--- config.mk ---
export PLATFORM = sky130hd
export DESIGN_NAME = spi_tx_protocol
export DESIGN_NICKNAME = d
export VERILOG_FILES = /design/src/rtl/spi_pkg.sv /design/src/rtl/spi_tx_halfbit_cnt.sv /design/src/rtl/spi_tx_protocol.sv
export SDC_FILE = /design/constraint.sdc
export NUM_CORES = 1
export LEC_CHECK = 0
export ABC_CLOCK_PERIOD_IN_PS = 5700
export CAP_MARGIN = 20
export CORE_UTILIZATION = 44
export CTS_CLUSTER_SIZE = 16
export DETAILED_ROUTE_END_ITERATION = 8
export PLACE_DENSITY = 0.67
export SLEW_MARGIN = 0
export SYNTH_ARGS = -nofsm -noshare
export SYNTH_HDL_FRONTEND = slang
export SYNTH_SLANG_ARGS = --single-unit
--- constraint.sdc ---
create_clock -name clk -period 5.7 [get_ports clk]
set_clock_uncertainty 0.05 [all_clocks]
set_input_delay 1.14 -clock clk [delete_from_list [all_inputs] [get_ports clk]]
set_output_delay 1.14 -clock clk [all_outputs]
set_load 0.01 [all_outputs]
--- src/rtl/spi_pkg.sv ---
// Shared SPI definitions for the transmitter and the SPI trigger receiver.
package spi_pkg;

  typedef enum logic [1:0] {
    IDLE,
    FRONT,
    SHIFT,
    BACK
  } state_t;

  localparam int unsigned SCLK_DIV_DEFAULT = 32;

  localparam logic LEN8  = 1'b0;
  localparam logic LEN16 = 1'b1;

endpackage

--- src/rtl/spi_tx_halfbit_cnt.sv ---
// Half-period counter: counts 0..H-1 while not cleared, ticks for one cycle at H-1.
module spi_tx_halfbit_cnt #(
  parameter int unsigned H = 16
) (
  input  logic clk,
  input  logic rst,
  input  logic clr,
  output logic tick
);

  localparam int unsigned CW = (H > 1) ? $clog2(H) : 1;

  logic [CW-1:0] cnt;

  always_ff @(posedge clk) begin
    if (rst || clr) begin
      cnt <= '0;
    end else if (cnt == CW'(H - 1)) begin
      cnt <= '0;
    end else begin
      cnt <= cnt + 1'b1;
    end
  end

  assign tick = !clr && (cnt == CW'(H - 1));

endmodule

--- src/rtl/spi_tx_protocol.sv ---
// SPI master transmitter: frames one 8/16-bit word MSB first on SS_n/SCLK/MOSI.
module spi_tx_protocol
  import spi_pkg::*;
#(
  parameter int unsigned SCLK_DIV = SCLK_DIV_DEFAULT
) (
  input  logic        clk,
  input  logic        rst,
  input  logic        start,
  input  logic [15:0] data,
  input  logic        len8_16,
  input  logic        edg,
  output logic        SS_n,
  output logic        SCLK,
  output logic        MOSI,
  output logic        busy,
  output logic        done
);

  localparam int unsigned H = SCLK_DIV / 2;

  state_t      state;
  logic [15:0] sr;
  logic        len16_q;
  logic        edg_q;
  logic [4:0]  edge_cnt;
  logic [4:0]  last_edge;
  logic        tick;

  spi_tx_halfbit_cnt #(
    .H(H)
  ) u_halfbit_cnt (
    .clk (clk),
    .rst (rst),
    .clr (state == IDLE),
    .tick(tick)
  );

  // edge_cnt holds toggles already made; 2N-1 (not 2N) marks the final
  // toggle so a 32-toggle frame still fits in 5 bits.
  assign last_edge = len16_q ? 5'd31 : 5'd15;

  always_ff @(posedge clk) begin
    if (rst) begin
      state    <= IDLE;
      sr       <= '0;
      len16_q  <= LEN8;
      edg_q    <= 1'b0;
      edge_cnt <= '0;
      SS_n     <= 1'b1;
      SCLK     <= 1'b1;
      MOSI     <= 1'b0;
      busy     <= 1'b0;
      done     <= 1'b0;
    end else begin
      done <= 1'b0;
      case (state)
        IDLE: begin
          if (start) begin
            sr       <= (len8_16 == LEN16) ? data : {data[7:0], 8'h00};
            MOSI     <= (len8_16 == LEN16) ? data[15] : data[7];
            len16_q  <= len8_16;
            edg_q    <= edg;
            edge_cnt <= '0;
            SS_n     <= 1'b0;
            busy     <= 1'b1;
            state    <= FRONT;
          end
        end
        FRONT: begin
          if (tick) begin
            SCLK     <= 1'b0;
            edge_cnt <= 5'd1;
            state    <= SHIFT;
          end
        end
        SHIFT: begin
          if (tick) begin
            SCLK     <= ~SCLK;
            edge_cnt <= edge_cnt + 5'd1;
            // The first falling toggle happens in FRONT, so every falling
            // toggle seen here is a legal shift point for edg=1.
            if ((edg_q && SCLK) || (!edg_q && !SCLK && (edge_cnt != last_edge))) begin
              sr   <= {sr[14:0], 1'b0};
              MOSI <= sr[14];
            end
            if (edge_cnt == last_edge) begin
              edge_cnt <= '0;
              state    <= BACK;
            end
          end
        end
        BACK: begin
          if (tick) begin
            SS_n  <= 1'b1;
            busy  <= 1'b0;
            done  <= 1'b1;
            MOSI  <= 1'b0;
            state <= IDLE;
          end
        end
        default: state <= IDLE;
      endcase
    end
  end

endmodule

==> metrics <==
Mapped Cells=209; FF+latch count, synth=33; Synth Net Count=around 240; largest net degree at the start of global routing=42; total track usage=0.206; gr ovfl total=0; hold buffer count at CTS=0; area of the core=0.00377 mm2; diodes inserted=0; Total Wirelength=4050 um; DIE AREA=0.00433 mm2; crit path time final=2.92 ns; root buf cell=clkbuf_8; detailed placement HPWL=2820 um; Worst-path clk slew=about 0.060 ns; kind of critical path=primary input to flop; vias=1615; asr flop ratio synth=0; Die X=65.8 um; Port-buffer cells=25; Yosys top cell area share=0.368; drt initial violations=~120; DP Worst Slack=2.53 ns; Worst EP arrival=3.08 ns; clock tree sinks=33; Max Clk Rate=between 300 and 400 MHz; via/cell ratio=5.81; io pins=26; setup TNS=0 ns; Most used DFF post-synth=dfxtp_1; CTS HTree Levels=2; initial cell density of the core=0.475; fin crit share=0.512; Leakage=0.797 nW; Max Slew Vio Count=0; vias in the first global route=1519; Commonest cells post-synth=dfxtp_1, o21ai_0, a21oi_1, nand2_1, nand3_1; CP required=5.86 ns; post-DR wirelength/cell=14.6 um; Max Cap Viol=0; Layout area overhead=19.4%; Unique masters post-synth=48; fin worst setup slack=~2.8 ns; outcome=complete, no violations; Worst setup EP type=flop; power per cell area=400 mW/mm2; count leader, synth=dfxtp_1; Slew @ Worst Pin=1.01 ns; Setup Buffers After CTS=0; worst skew pair latency=slightly below 0.3 ns; Max clock buf depth=2; RSZ-0062 raised after global routing=false; Total Nets Final=258; largest cells by area after synthesis=dfxtp_1, ha_1, o21ai_0, mux2i_1, a211oi_1; number of synthesized flops with an enable pin=0; Hold Fails Final Rpt=0; Yosys top cell by area=dfxtp_1; worst-path maximum fanout=15; placed cell area=slightly above 0.002 mm2; Startpoint Class=primary input; first-pass GRT wire length=6730 um; Num CTS Buffers=5; Crit-path slowest cell=o22ai_1; mapped cell area=roughly 0.0018 mm2; Post-CTS Resized=0; gpl congestion=between 0.7 and 0.8; TritonCTS clock tree=done; Rows=22; Setup violations, final=0; Hold WC Path Type=flop to flop; Residual DRC=0; chip height=65.8 um; Seq/Total Area, Yosys=0.368; share of layout cells above drive strength 1=0.0696; crit-path cells=clkdlybuf4s50_1, nand2_1, o22ai_1, o21ai_0, a21oi_1; syn_area_per_cell=between 8 and 9 um2; Slew headroom=0.327; first-pass detailed-route iteration total=4; Ys Warns=0; slowest cell delay on critical path=0.80 ns; fill count=339; design area=0.00214 mm2; VDD IR max=0.000189 V; ANT nets after route=0; initial antenna violation count=0
==> per-stage QoR <==
step / instances / power (W) / utilization / hold WS, ns
final: 278 / 0.000857 / 0.568 / 0.398
after global routing: 278 / 0.000922 / 0.568 / 0.428
after CTS: 277 / 0.000863 / 0.564 / 0.408
after detailed placement: 269 / 0.000693 / 0.542 / 0.393
after global placement: 269 / 0.000676 / 0.542 / 0.379
after floorplan: 209 / 0.000603 / - / 0.368
==> kinds of logic (layout without fill, tap and decap cells) <==
family	Yosys count	in the layout	synth area share
AOI/OAI and AO/OA	70	70	0.262
and+or+nand+nor	67	67	0.202
DFF	33	33	0.368
buffers and inverters	19	40	0.0467
muxes	9	9	0.0502
adders and majority gates	8	8	0.0558
xor gates and xnor gates	3	3	0.0147
==> critical path: cells and delay by family <==
kind / cells / cell delay, ns
buffers and inverters: 1 / 0.57
AO/OA/AOI/OAI: 3 / 1.20
AND/OR/NAND/NOR: 1 / 0.16
==> flip-flops by register name, summed over array words and instances, names as in the netlist <==
name	cells
sr	15
edge_cnt	5
u_halfbit_cnt.cnt	4
state	2
MOSI	1
SCLK	1
SS_n	1
busy	1
done	1
edg_q	1
len16_q	1
==> area by class of cell <==
type / count / area [um2] / area share
Sequential cell: 33 / 661 / 0.309
Inverter: 5 / 18.8 / 0.00877
Timing Repair Buffer: 27 / 273 / 0.127
Clock buffer: 8 / 80.1 / 0.0374
Multi-Input combinational cell: 157 / 1050 / 0.490
Tap cell: 48 / 60.1 / 0.0281
==> metal layers <==
metal  vias up  GRT usage  part of all wire
met5         -          0                 0
met2        42      0.320              0.46
li1        813          -                 -
met3         7     0.0500             0.044
met1       753      0.270              0.48
met4         0     0.0842             0.017
==> cell usage in the layout (no fill, tap or decap), types with 2 or more instances in the layout <==
cell and count:
mux2i_1 9, or3_1 2, nor3_1 8, nand2b_1 2
a21oi_1 15, ha_1 8, nand2_1 15, o21ai_0 20
a211o_1 2, a22oi_1 7, or2_2 3, a211oi_1 10
nor2_1 11, nand3_1 14, clkbuf_8 5, clkbuf_1 3
clkdlybuf4s50_1 25, a311oi_1 2, dfxtp_1 33, nor2b_1 2
a31oi_1 2, inv_1 5, xor2_1 2
==> path summary, 6_finish.rpt <==
kind,startpoint,to,slack (ns),cells after the start
worst max register to register,state[0],sr[10],3.20,7
worst min register to register,u_halfbit_cnt.cnt[0],u_halfbit_cnt.cnt[0],0.40,1
worst min-delay path,u_halfbit_cnt.cnt[0],u_halfbit_cnt.cnt[0],0.40,1
worst max-delay path,start,sr[10],2.78,5
==> where the power goes <==
group,internal [W],switching (W)
clock,0.0000866,0.0000812
sequential,0.000287,0.0000349
combinational,0.000160,0.000207
Note: power is estimated with default switching activity, not from simulation.
